`src/rtl/prio_disp_sched.sv`:
```
// Debounced 16-input priority dispatcher with grant/ack handshake and a two-digit
// multiplexed 7-segment readout of the granted index. PRIO_DISP_SCHED_ROUND_ROBIN_EN selects round-robin.
module prio_disp_sched #(
   parameter int DEB_CYC  = 4,
   parameter int SCAN_DIV = 1000
) (
   input  logic        clk,
   input  logic        rst,
   input  logic [15:0] req_n,
   input  logic        grant_ack,
   output logic        grant_vld,
   output logic [3:0]  grant_code,
   output logic        busy,
   output logic [7:0]  seg,
   output logic [1:0]  dig_sel
);

   localparam int SCAN_W = (SCAN_DIV > 2) ? $clog2(SCAN_DIV) : 1;
   localparam logic [SCAN_W-1:0] SCAN_LAST = SCAN_W'(SCAN_DIV - 1);
   localparam logic [7:0] DEB_LAST = 8'(DEB_CYC);

   typedef enum logic [1:0] {
      IDLE    = 2'd0,
      SETTLE  = 2'd1,
      GRANT   = 2'd2,
      RELEASE = 2'd3
   } state_t;

   state_t            state_r, state_s;
   logic [15:0]       req_meta_r, req_sync_r, req_s;
   logic [3:0]        cand_s, latch_r, latch_s, code_r, code_s;
   logic [7:0]        cnt_r, cnt_s;
   logic              vld_r, vld_s, busy_r;
   logic [SCAN_W-1:0] scan_r, scan_s;
   logic [1:0]        dig_r, dig_s;
   logic [7:0]        seg_r, seg_s;

   function automatic logic [6:0] seg_digit(input logic [3:0] d);
      logic [6:0] p;
      case (d)
         4'd0:    p = 7'h3F;
         4'd1:    p = 7'h06;
         4'd2:    p = 7'h5B;
         4'd3:    p = 7'h4F;
         4'd4:    p = 7'h66;
         4'd5:    p = 7'h6D;
         4'd6:    p = 7'h7D;
         4'd7:    p = 7'h07;
         4'd8:    p = 7'h7F;
         4'd9:    p = 7'h6F;
         default: p = 7'h00;
      endcase
      return p;
   endfunction

   function automatic logic [3:0] pick_high(input logic [15:0] r);
      logic [3:0] idx;
      idx = 4'd0;
      for (int i = 0; i < 16; i++) begin
         if (r[i]) idx = 4'(i);
      end
      return idx;
   endfunction

   assign req_s = ~req_sync_r;

`ifdef PRIO_DISP_SCHED_ROUND_ROBIN_EN
   logic [3:0]  ptr_r;
   logic [31:0] rot_s;

   function automatic logic [3:0] pick_low(input logic [15:0] r);
      logic [3:0] idx;
      idx = 4'd0;
      for (int i = 15; i >= 0; i--) begin
         if (r[i]) idx = 4'(i);
      end
      return idx;
   endfunction

   // Rotate the request vector so the search starts at ptr, then map back.
   always_comb begin
      rot_s  = {req_s, req_s} >> ptr_r;
      cand_s = ptr_r + pick_low(rot_s[15:0]);
   end

   // Pointer moves past the winner on every grant entry.
   always_ff @(posedge clk) begin
      if (rst) begin
         ptr_r <= 4'd0;
      end else if (state_r == SETTLE && state_s == GRANT) begin
         ptr_r <= latch_r + 4'd1;
      end else begin
         ptr_r <= ptr_r;
      end
   end
`else
   assign cand_s = pick_high(req_s);
`endif

   // FSM next state, stable counter and grant outputs.
   always_comb begin
      state_s = state_r;
      cnt_s   = cnt_r;
      latch_s = latch_r;
      code_s  = code_r;
      vld_s   = vld_r;
      case (state_r)
         IDLE: begin
            if (req_s != 16'h0000) begin
               state_s = SETTLE;
               cnt_s   = 8'd1;
               latch_s = cand_s;
            end else begin
               cnt_s = 8'd0;
            end
         end
         SETTLE: begin
            if (req_s == 16'h0000) begin
               state_s = IDLE;
               cnt_s   = 8'd0;
            end else if (cand_s != latch_r) begin
               latch_s = cand_s;
               cnt_s   = 8'd1;
            end else if (cnt_r >= DEB_LAST) begin
               state_s = GRANT;
               code_s  = latch_r;
               vld_s   = 1'b1;
            end else begin
               cnt_s = cnt_r + 8'd1;
            end
         end
         GRANT: begin
            if (grant_ack) begin
               state_s = RELEASE;
               vld_s   = 1'b0;
            end else begin
               vld_s = 1'b1;
            end
         end
         RELEASE: begin
            if (!req_s[code_r]) begin
               state_s = IDLE;
               cnt_s   = 8'd0;
            end else begin
               state_s = RELEASE;
            end
         end
         default: begin
            state_s = IDLE;
            vld_s   = 1'b0;
         end
      endcase
   end

   // Digit scan and segment image computed for the values the registers take next,
   // so seg always matches dig_sel and the grant in the same cycle.
   always_comb begin
      if (scan_r == SCAN_LAST) begin
         scan_s = '0;
         dig_s  = {dig_r[0], dig_r[1]};
      end else begin
         scan_s = scan_r + SCAN_W'(1);
         dig_s  = dig_r;
      end
      if (!vld_s) begin
         seg_s = 8'h00;
      end else if (dig_s == 2'b01) begin
         seg_s = {1'b0, seg_digit(4'(code_s % 4'd10))};
      end else begin
         seg_s = (code_s >= 4'd10) ? 8'h06 : 8'h00;
      end
   end

   // State, synchronizer and output registers.
   always_ff @(posedge clk) begin
      if (rst) begin
         req_meta_r <= 16'hFFFF;
         req_sync_r <= 16'hFFFF;
         state_r    <= IDLE;
         cnt_r      <= 8'd0;
         latch_r    <= 4'd0;
         code_r     <= 4'd0;
         vld_r      <= 1'b0;
         busy_r     <= 1'b0;
         scan_r     <= '0;
         dig_r      <= 2'b01;
         seg_r      <= 8'h00;
      end else begin
         req_meta_r <= req_n;
         req_sync_r <= req_meta_r;
         state_r    <= state_s;
         cnt_r      <= cnt_s;
         latch_r    <= latch_s;
         code_r     <= code_s;
         vld_r      <= vld_s;
         busy_r     <= (state_s != IDLE);
         scan_r     <= scan_s;
         dig_r      <= dig_s;
         seg_r      <= seg_s;
      end
   end

   assign grant_vld  = vld_r;
   assign grant_code = code_r;
   assign busy       = busy_r;
   assign seg        = seg_r;
   assign dig_sel    = dig_r;

endmodule
```
`config.mk`:
```
export PLATFORM = sky130hd
export DESIGN_NAME = prio_disp_sched
export DESIGN_NICKNAME = d
export VERILOG_FILES = /design/src/rtl/prio_disp_sched.sv
export SDC_FILE = /design/constraint.sdc
export NUM_CORES = 1
export LEC_CHECK = 0
export BUFFER_PORTS_ARGS = -buffer_cell sky130_fd_sc_hd__buf_2
export CORE_UTILIZATION = 30
export DETAILED_ROUTE_END_ITERATION = 7
export GPL_TIMING_DRIVEN = 0
export PLACE_DENSITY = 0.5
export SLEW_MARGIN = 15
export SYNTH_ARGS = -nofsm -noshare
export SYNTH_HDL_FRONTEND = slang
export SYNTH_SLANG_ARGS = --single-unit
```
`constraint.sdc`:
```
create_clock -name clk -period 10.45 [get_ports clk]
set_clock_uncertainty 0.15 [all_clocks]
set_input_delay 1.5675 -clock clk [delete_from_list [all_inputs] [get_ports clk]]
set_output_delay 1.5675 -clock clk [all_outputs]
set_load 0.005 [all_outputs]
```
[After elaboration in Yosys (flattened, before gate mapping)]
Memory sizes are Yosys's and may differ from the RTL's.
Index checks and enable logic that the tools add are counted.
Widths: inputs -> output; s select.
Storage, ports and cells
  flip-flop bits (word level): 72
  bits in read-only memories: 112
  input bits: 19
  output and inout port bits: 16
  word-level logic and storage cells: 89
  memories kept: 1
Cells by class
  $add $sub $neg: 2
  div/mod/pow operators: 1
  $lt $le $gt $ge: 3
  equality and inequality tests: 11
  muxes and demuxes: 46
  bitwise logic cells: 2
  reduce and logical (&&, ||, !) cells: 11
Memories
  (name not given): depth 16, width 7, rd ports 1, clocked after memory_dff 0, write ports 0, RTL line 40  | case (d)
Operator list (count)
  $mux 4: 21
  $mux 8: 4
  $pmux 8 s3: 1
  $logic_not 16->1: 1
  $not 16->16: 1
  $reduce_bool 16->1: 1
  $mux 2: 7
  $add 10x1->10 const B: 1
  $eq 10x10->1 const B: 1
  $add 8x1->8 const B: 1
  $ge 8x3->1 const B: 1
  $ne 2x2->1 const B: 4
  $pmux 2 s4: 1
  $pmux 4 s2: 1
  $mux 1: 7
  $mux 7: 1
  $lt 4x5->1 const B: 1
  $bmux 1 s4: 1
  $eq 2x1->1 const B: 2
  $eq 2x2->1 const B: 2
  $ge 4x4->1 const B: 1
  $mod 4x4->4 const B: 1
  $ne 4x4->1: 1
  $ne 4x4->1 const B: 1
  10 further kinds: 12

[Depth between registers and ports, before layout]
Gate-level depths: netlist of run 1.
  depth in word-level cells: 23
  gate-level depth with buffers: 14
  depth with buffers taken out: 13

[Worst setup path before layout of run 1]
No wires, ideal clock.
  kind: reg2reg
  start: reg req_sync_r[11]
  end: reg seg_r[2], in the netlist seg[2]
  library setup time: 0.086 ns
  data arrival time: 3.206 ns
  required time: 10.214 ns
  setup slack: 7.008 ns
  cell stages (with the launch flop): 14
  buffers on the path: 1
  clock period less this slack: 3.442 ns
  cells stage by stage: dfxtp_1 > nand4_2 > or3_1 > a211o_1 > a221o_2 > nor2_8 > buf_6 > mux2i_1 > ha_1 > o21ai_0 > a21oi_1 > a31oi_4 > and3_1 > a221oi_2
Between the ends
  longest elaborated chain between the ends: 13
  elaborated cells between the ends (all ways): 21
  those cells by class: 1 x div; 1 x order compare; 1 x eq/ne; 13 x mux; 2 x bitwise; 2 x reduce/logical; 1 x memory
RTL lines
  start: declaration: RTL line 30  | logic [15:0] req_meta_r, req_sync_r, req_s;
  start signal: assignment: RTL line 190  | req_sync_r <= req_meta_r;
  $not 16->16 (*): RTL line 65  | assign req_s = ~req_sync_r;
  $mux 4 (5 in series): RTL line 60  | if (r[i]) idx = 4'(i);
  $ne 4x4->1: RTL line 121  | end else if (cand_s != latch_r) begin
  $mux 4: RTL line 121
  $mux 4: RTL line 118  | if (req_s == 16'h0000) begin
  $mux 4: RTL line 107  | case (state_r)
  $mod 4x4->4 / $ge 4x4->1 (equally long branches): RTL line 168, 170
  $mem_v2 16x7 / $mux 3 (equally long branches)
  $mux 7: RTL line 167  | end else if (dig_s == 2'b01) begin
  end signal: assignment: RTL line 199  | seg_r <= seg_s;
  end: declaration: RTL line 36  | logic [7:0] seg_r, seg_s;
Every way passes the cells marked *; elsewhere a longest branch is shown, timed or not.
A chain may end at the register's enable or synchronous reset.

[Worst setup path in the final report of run 1]
Same ends and word-level chain as after synthesis.

==> reports/results.ini, run 1 <==
[status]
status = finished, final reports clean

[synthesis]
async_reset_ff_share_pct = 0
synth_cells = 370
synth.yosys.seq_area_share_pct = 40.9
syn_nets = 403
synth_cell_types = 72
synth_edf_count = 0
yosys_warnings = 0
syn_area_per_cell_sq_um = 9.38
synth_flop_cell = dfxtp_1
netlist_area_sq_um = 3470
synth-seq-cells = 71

[global_routing]
grt-ovfl-total = 0
grt_pass1_vias = 2591
grt_pass1_wl_mm = 12.6
grt_max_degree = 14
grt.total_usage_pct = 13.7
grt_antenna_before_repair = 0

[floorplan]
start_util_pct = 31.3
die-area_sq_um = 12000
die_x_um = 110
dieHeight_um = 110
io_pins = 35
core_area_sq_um = 11100
rows = 38

[power_and_ir_drop]
vdd_drop_max_mv = 0.0764
p_leak_nw = 1.66
pwr_density_cell_nw_per_um2 = 156

[timing]
tightestPinTransition_ns = 0.776
slew_headroom_pct = 46.8
slew_viol_final = 0
rsz0062_at_grt = false
finalSetupTns_ns = 0
hold_viol_final = 0
fin_crit_sh_pct = 37.5
max_freq_mhz = 255
post-route-min-period_ns = 3.92
fin_ws_ns = 6.53
setup_viol = 0

[layout]
layout_common_cells = 71 x dfxtp_1, 39 x nor2_1, 34 x or2_2, 33 x buf_2, 23 x nand2_1
layout.nets = 446
post-route-util_pct = 36.9
fillers = 1142
fin_area_sq_um = 4080
diodes = 0
syn_to_final_growth_pct = 17.6
drive_above_1_share_pct = 26.8
mostFrequentLayoutCell = dfxtp_1

[drt]
avgRoutedWirePerCell_um = 13.4
drt_first_iter_violations = 104
num_vias = 2743
drc_errors = 0
drt_first_pass_iters = 4
ant_nets = 0
totalWireLength_mm = 7.49
avgViaCountPerCell = 4.92

[critical_path]
worstRegToRegCells = 13
path_buf_inv = 1
critPathSlowestCell = dfxtp_1
path_class = reg -> reg
start_kind = flip-flop
critPathTopFamily = compound AO/OA/AOI/OAI gates
worst-path-stages = 13
cp_max_fo = 10
cp_slowest_stage_delay_ns = 0.45
crit_chain = nand4_2 > or3_1 > a211o_1 > a221o_2 > nor2_8 > buf_6 > mux2i_1 > ha_1 > o21ai_0 > a21oi_1 > a31oi_4 > and3_1 > a221oi_2
critPathRequiredTime_ns = 10.54
worstSetupEndpointType = flip-flop
arrival_ns = 4.01

[placed_design]
dp_worst_setup_slack_ns = 6.57
port_buffers = 32
gp_congestion = 0.815
hpwl_mm = 5.53
postPlaceCellArea_sq_um = 3810

[clocking]
cts_hold_buf = 0
htree_levels = 3
insertion_delay_ns = 0.33
cts_tree = done
cts_resized = 0
cts_num_sinks = 71
cts.clk_slew.worst_paths_ns = 0.06
cts-root-buf = clkbuf_16
cts_made_buffers = 9
post_cts_buffers = 0
clockBufferDepth = 2

[flow_run]
cap_violations = 0

[min_path]
hold_class = reg -> reg
hold_depth = 1

-- stage by stage --
| step | cells | total power (W) | hold WS [ns] |
|---|---|---|---|
| floorplan | 370 | 0.000344 | 0.239 |
| global placement | 542 | 0.000361 | 0.244 |
| detailed placement | 542 | 0.000362 | 0.245 |
| CTS | 558 | 0.000646 | 0.251 |
| global route | 558 | 0.000667 | 0.266 |
| finish | 558 | 0.000637 | 0.253 |
-- Yosys cell counts (all sizes together), types with 5 or more instances --
master	n	area, sq um
a211oi	6	55.1
a21oi	16	80.1
or2	35	219
a41oi	5	43.8
nand4	8	56.3
dfxtp	71	1420
xnor2	5	43.8
clkbuf	11	61.3
nand2	23	86.3
nand3	11	60.1
nor2	41	173
mux2i	16	160
o21ai	14	70.1
a31oi	6	52.6
ha	14	175
inv	17	63.8
-- path summary, 6_finish.rpt --
| path | startpoint | end | slack (ns) |
|---|---|---|---|
| worst min-delay path | req_meta_r[11] | req_sync_r[11] | 0.25 |
| worst max register to register | req_sync_r[11] | seg[2] | 6.53 |
| worst min register to register | req_meta_r[11] | req_sync_r[11] | 0.25 |
| worst max-delay path | req_sync_r[11] | seg[2] | 6.53 |
-- routing by layer --
layer	track usage, %	vias up	share of wire [%]
met5	0	-	0
met4	5.43	0	1.9
met3	3.26	10	3.8
met2	22.1	58	45
met1	17.6	1279	49
li1	-	1396	-
-- cell type report --
type	count	area [sq um]	area share [%]
Buffer	15	96.3	2.36
Clock inverter	6	46.3	1.13
Tap cell	140	175	4.29
Clock buffer	10	229	5.61
Sequential cell	71	1420	34.8
Multi-Input combinational cell	267	1890	46.3
Timing Repair Buffer	32	160	3.92
Inverter	17	63.8	1.56
-- registers in the layout, indices dropped and copies added, names as in the netlist --
name	flops
seg	7
req_sync_r	16
latch_r	4
grant_code	4
state_r	2
cnt_r	8
grant_vld	1
req_meta_r	16
scan_r	10
dig_sel	2
busy	1
-- logic make-up (layout without fill, tap and decap cells) --
logic type                 count (synthesis)  in the layout  share of synthesized area, %
AOI/OAI and AO/OA                         78             78                          16.7
xor gates and xnor gates                   8              8                          2.02
adders and majority gates                 14             14                          5.05
buffers and inverters                     32             80                          4.61
DFF                                       71             71                          40.9
muxes                                     22             22                          8.18
other                                      1              1                         0.108
and+or+nand+nor                          144            144                          22.4
-- worst register-to-register path, cell delays in order (launching register included) --
cell	delay (ns)
dfxtp_1	0.45
nand4_2	0.20
or3_1	0.38
a211o_1	0.30
a221o_2	0.44
nor2_8	0.20
buf_6	0.19
mux2i_1	0.25
ha_1	0.29
o21ai_0	0.12
a21oi_1	0.25
a31oi_4	0.10
and3_1	0.23
a221oi_2	0.27
-- power breakdown --
part,internal [W],leakage [nW],switching [W],total [W]
Sequential,0.000281,0.583,0.00000837,0.000290
Combinational,0.0000293,0.945,0.0000376,0.0000669
Clock,0.000162,0.129,0.000119,0.000281
Note: power is estimated with default switching activity, not from simulation.
==> inputs of run 2 (changes only) <==
==> constraint.sdc (replaced) <==
create_clock -name clk -period 3.9 [get_ports clk]
set_clock_uncertainty 0.15 [all_clocks]
set_input_delay 0.585 -clock clk [delete_from_list [all_inputs] [get_ports clk]]
set_output_delay 0.585 -clock clk [all_outputs]
set_load 0.005 [all_outputs]
==> reports/results.ini, run 2 (synthesis gave the netlist of run 1 again) <==
[status]
status = finished, final reports clean

[layout]
layout_common_cells = 68 x dfxtp_1, 39 x nor2_1, 34 x or2_2, 33 x buf_2, 23 x nand2_1
mostFrequentLayoutCell = dfxtp_1
syn_to_final_growth_pct = 18.6
diodes = 0
layout.nets = 446
drive_above_1_share_pct = 28.5
fin_area_sq_um = 4120
reg_top3 = req_meta_r: 16 flops, req_sync_r: 16 flops, scan_r: 10 flops

[critical_path]
worstSetupEndpointType = flip-flop
path_class = reg -> reg
critPathSlowestCell = a221o_2
critPathTopFamily = compound AO/OA/AOI/OAI gates
cp_max_fo = 10
crit_chain = nand4_4 > or3_1 > a211o_1 > a221o_2 > nor2_8 > buf_6 > mux2i_2 > ha_4 > o21ai_0 > a21oi_2 > a31oi_4 > and3_1 > a221oi_2
path_buf_inv = 1
start_kind = flip-flop
cp_slowest_stage_delay_ns = 0.43
arrival_ns = 3.77
critPathRequiredTime_ns = 3.99

[floorplan]
rows = 38
die_x_um = 110
io_pins = 35
die-area_sq_um = 12000
core_area_sq_um = 11100
dieHeight_um = 110
start_util_pct = 31.3

[drt]
drc_errors = 0
avgRoutedWirePerCell_um = 13.3
avgViaCountPerCell = 4.87
drt_first_iter_violations = 90
num_vias = 2720
ant_nets = 0
totalWireLength_mm = 7.44
drt_first_pass_iters = 4

[clocking]
cts-root-buf = clkbuf_16
cts_tree = done
cts.clk_slew.worst_paths_ns = 0.06
cts_num_sinks = 71
post_cts_buffers = 0
cts_made_buffers = 9
htree_levels = 3
clockBufferDepth = 2
insertion_delay_ns = 0.33

[timing]
slew_viol_final = 0
max_freq_mhz = 271
slew_headroom_pct = 48.3
fin_crit_sh_pct = 94.5
hold_viol_final = 0
tightestPinTransition_ns = 0.754
finalSetupTns_ns = 0
rsz0062_at_grt = false
setup_viol = 0
post-route-min-period_ns = 3.69

[global_routing]
grt-ovfl-total = 0
grt_antenna_before_repair = 0
grt_pass1_vias = 2594
grt_max_degree = 14
grt.total_usage_pct = 13.7
grt_pass1_wl_mm = 12.6

[power_and_ir_drop]
p_leak_nw = 1.66
vdd_drop_max_mv = 0.204
pwr_density_cell_nw_per_um2 = 414

[placed_design]
postPlaceCellArea_sq_um = 3810
hpwl_mm = 5.53
port_buffers = 32
gp_congestion = 0.815

[min_path]
hold_class = reg -> reg

[flow_run]
cap_violations = 0

[run 2: cell counts in the layout (fill, tap and decap cells not counted)]
Identical to the previous run, type by type.
[run 2: final timing paths]
check	from	end	slack [ns]	cells after the start
worst max register to register	req_sync_r[8]	seg[2]	0.21	13
worst max-delay path	req_sync_r[8]	seg[2]	0.21	13
worst min-delay path	req_meta_r[11]	req_sync_r[11]	0.25	1
worst min register to register	req_meta_r[11]	req_sync_r[11]	0.25	1
[run 2: final cells by class]
| class | count | area, sq um |
|---|---|---|
| fill | 1138 | 6960 |
| multi-input combinational | 267 | 1920 |
| sequential | 71 | 1430 |
| clock buffer | 10 | 229 |
| tap | 140 | 175 |
| timing repair buffer | 32 | 160 |
| buffer | 15 | 96.3 |
| inverter | 17 | 63.8 |
| clock inverter | 6 | 46.3 |
[run 2: metrics by stage]
stage / hold WS [ns] / utilization (%) / instances / setup slack [ns] / power [W]
floorplan: 0.239 / - / 370 / 0.458 / 0.000922
global placement: 0.244 / 34.4 / 542 / 0.0752 / 0.000968
detailed placement: 0.245 / 34.4 / 542 / 0.0242 / 0.000971
CTS: 0.251 / 36.9 / 558 / 0.0429 / 0.00173
global route: 0.266 / 37.2 / 558 / 0.00769 / 0.00179
finish: 0.253 / 37.2 / 558 / 0.214 / 0.00171
[run 2: timing repair]
| action | CTS | global route |
|---|---|---|
| setup endpoints to repair | 1 | 7 |
| resized for setup | 1 | 8 |
| hold buffers | 0 | 0 |
| pin swaps | 0 | 1 |
[run 2: power by group]
part	leakage [nW]	switching (W)	internal [W]
Sequential	0.581	0.0000230	0.000754
Clock	0.129	0.000315	0.000433
Combinational	0.949	0.000101	0.0000794
Total	1.66	0.000440	0.00127
[run 2: layer usage]
layer	part of all wire, %	vias to the layer above	track usage [%]
li1	-	1398	-
met1	49	1265	17.6
met2	47	53	22.1
met3	3.9	4	3.26
met4	0.93	0	5.43
met5	0	-	0
[run 2: worst reg2reg max path, delay by kind of cell (launching register included)]
kind	cells	cell delay, ns
AOI/OAI and AO/OA	6	1.41
adders and majority gates	1	0.20
buffers and inverters	1	0.19
DFF	1	0.41
muxes	1	0.30
and+or+nand+nor	4	0.94
==> inputs of run 3 (changes only) <==
--- a/config.mk
+++ b/config.mk
@@ -6,10 +6,13 @@
 export NUM_CORES = 1
 export LEC_CHECK = 0
 export BUFFER_PORTS_ARGS = -buffer_cell sky130_fd_sc_hd__buf_2
-export CORE_UTILIZATION = 30
+export CELL_PAD_IN_SITES_DETAIL_PLACEMENT = 2
+export CELL_PAD_IN_SITES_GLOBAL_PLACEMENT = 2
+export CORE_UTILIZATION = 37
 export DETAILED_ROUTE_END_ITERATION = 7
 export GPL_TIMING_DRIVEN = 0
-export PLACE_DENSITY = 0.5
+export PLACE_DENSITY = 0.83
+export RECOVER_POWER = 100
 export SLEW_MARGIN = 15
 export SYNTH_ARGS = -nofsm -noshare
 export SYNTH_HDL_FRONTEND = slang
==> reports/results.ini, run 3 (synthesis gave the netlist of run 1 again) <==
[status]
status = finished, final reports clean

[critical_path]
timing.reg2reg.setup_slack_ns = 0.16
path_class = reg -> reg
cp_max_fo = 10
worstRegToRegCells = 13
critPathRequiredTime_ns = 4.03
r2r_end = seg[2]
start_kind = flip-flop
worstSetupEndpointType = flip-flop
timing.rr.start = req_sync_r[8]
arrival_ns = 3.87

[timing]
finalSetupTns_ns = 0
setup_viol = 0
max_freq_mhz = 267
post-route-min-period_ns = 3.74
fin_crit_sh_pct = 95.9
slew_viol_final = 0
slew_headroom_pct = 20.8
hold_viol_final = 0
tightestPinTransition_ns = 1.18
whs_ns = 0.260

[drt]
drc_errors = 0
num_vias = 2927
ant_nets = 0
drt_first_iter_violations = 62
avgRoutedWirePerCell_um = 18.9
drt_first_pass_iters = 5
avgViaCountPerCell = 5.53
totalWireLength_mm = 10.0

[clocking]
insertion_delay_ns = 0.36
cts_made_buffers = 9
cts_num_sinks = 71
cts.clk_slew.worst_paths_ns = 0.09
cts_tree = done
clockBufferDepth = 2
cts-root-buf = clkbuf_8
htree_levels = 3

[layout]
layout_common_cells = 68 x dfxtp_1, 39 x nor2_1, 34 x or2_2, 29 x buf_2, 23 x nand2_1
diodes = 0
layout.nets = 449
syn_to_final_growth_pct = 17.3
post-route-util_pct = 45.8
finalNonFillerCells = 529
mostFrequentLayoutCell = dfxtp_1
drive_above_1_share_pct = 27.6
reg_top3 = req_meta_r: 16 flops, req_sync_r: 16 flops, scan_r: 10 flops

[floorplan]
die_x_um = 98.9
io_pins = 35
dieHeight_um = 98.9
core_area_sq_um = 8890
die-area_sq_um = 9780
rows = 34
start_util_pct = 39.1

[min_path]
hold_depth = 2
holdPathEnd = req_meta_r[12]
worstHoldStart = req_n[12]
hold_class = in -> reg

[global_routing]
grt.total_usage_pct = 21.5
grt_pass1_vias = 3228
grt_pass1_wl_mm = 16.2
grt-ovfl-total = 0
grt_max_degree = 14
grt_antenna_before_repair = 0

[placed_design]
post-place-cells = 510
hpwl_mm = 7.09
port_buffers = 32
gp_congestion = 0.808

[power_and_ir_drop]
pwr_density_cell_nw_per_um2 = 421
vdd_drop_max_mv = 0.197
p_leak_nw = 1.64

[flow_run]
cap_violations = 0

[run 3: critical path, stage by stage (launching register included)]
cell and delay [ns]:
dfxtp_1 0.44, nand4_4 0.17, or3_1 0.38, a211o_1 0.30
a221o_1 0.44, nor2_8 0.20, buf_6 0.19, mux2i_4 0.29
ha_4 0.20, o21ai_0 0.13, a21oi_2 0.20, a31oi_4 0.08
and3_1 0.24, a221oi_2 0.25
[run 3: what timing repair did]
| item | CTS | global route |
|---|---|---|
| pin swaps | 0 | 3 |
| endpoints found under the hold margin | 0 | 0 |
| setup buffers | 0 | 3 |
| gates resized for setup | 3 | 9 |
| endpoints found under the setup margin | 1 | 7 |
| hold buffers | 0 | 0 |
[run 3: final cells by class]
class                      instances  area [sq um]
clock inverter                     6           116
tap                              108           135
timing repair buffer              35           190
inverter                          17          63.8
sequential                        71          1430
multi-input combinational        267          1930
buffer                            15          88.8
clock buffer                      10           128
fill                             983          4820
[run 3: how the worst max path moves through the flow]
| stage | slack, ns | end | cells past startpoint | from |
|---|---|---|---|---|
| floorplan | 0.46 | seg[2] | 13 | req_sync_r[11] |
| global placement | 0.03 | seg[2] | 13 | req_sync_r[11] |
| detailed placement | -0.03 | seg[2] | 13 | req_sync_r[11] |
| CTS | 0.0009 | seg[2] | 13 | req_sync_r[10] |
| global route | -0.008 | seg[5] | 13 | req_sync_r[15] |
| finish | 0.16 | seg[2] | 13 | req_sync_r[8] |
[run 3: metrics by stage]
stage / setup slack (ns) / cell area, sq um / power (W)
after global placement: 0.0266 / 3770 / 0.000969
after global routing: -0.00753 / 4070 / 0.00178
after CTS: 0.000861 / 4020 / 0.00173
final: 0.158 / 4070 / 0.00171
after floorplan: 0.458 / 3470 / 0.000922
after detailed placement: -0.0318 / 3770 / 0.000982
[run 3: routing by layer]
layer | global-route usage, % | routed length [um] | vias to the layer above
met5 | 0 | 0 | -
met4 | 10.7 | 153 | 0
met3 | 2.91 | 292 | 13
met2 | 37.9 | 5160 | 54
met1 | 25.6 | 4410 | 1449
li1 | - | - | 1411
[run 3: report_power, final]
| part | leakage, nW | switching [W] | internal (W) |
|---|---|---|---|
| Sequential | 0.581 | 0.0000276 | 0.000753 |
| Combinational | 0.940 | 0.000112 | 0.0000786 |
| Clock | 0.121 | 0.000312 | 0.000431 |
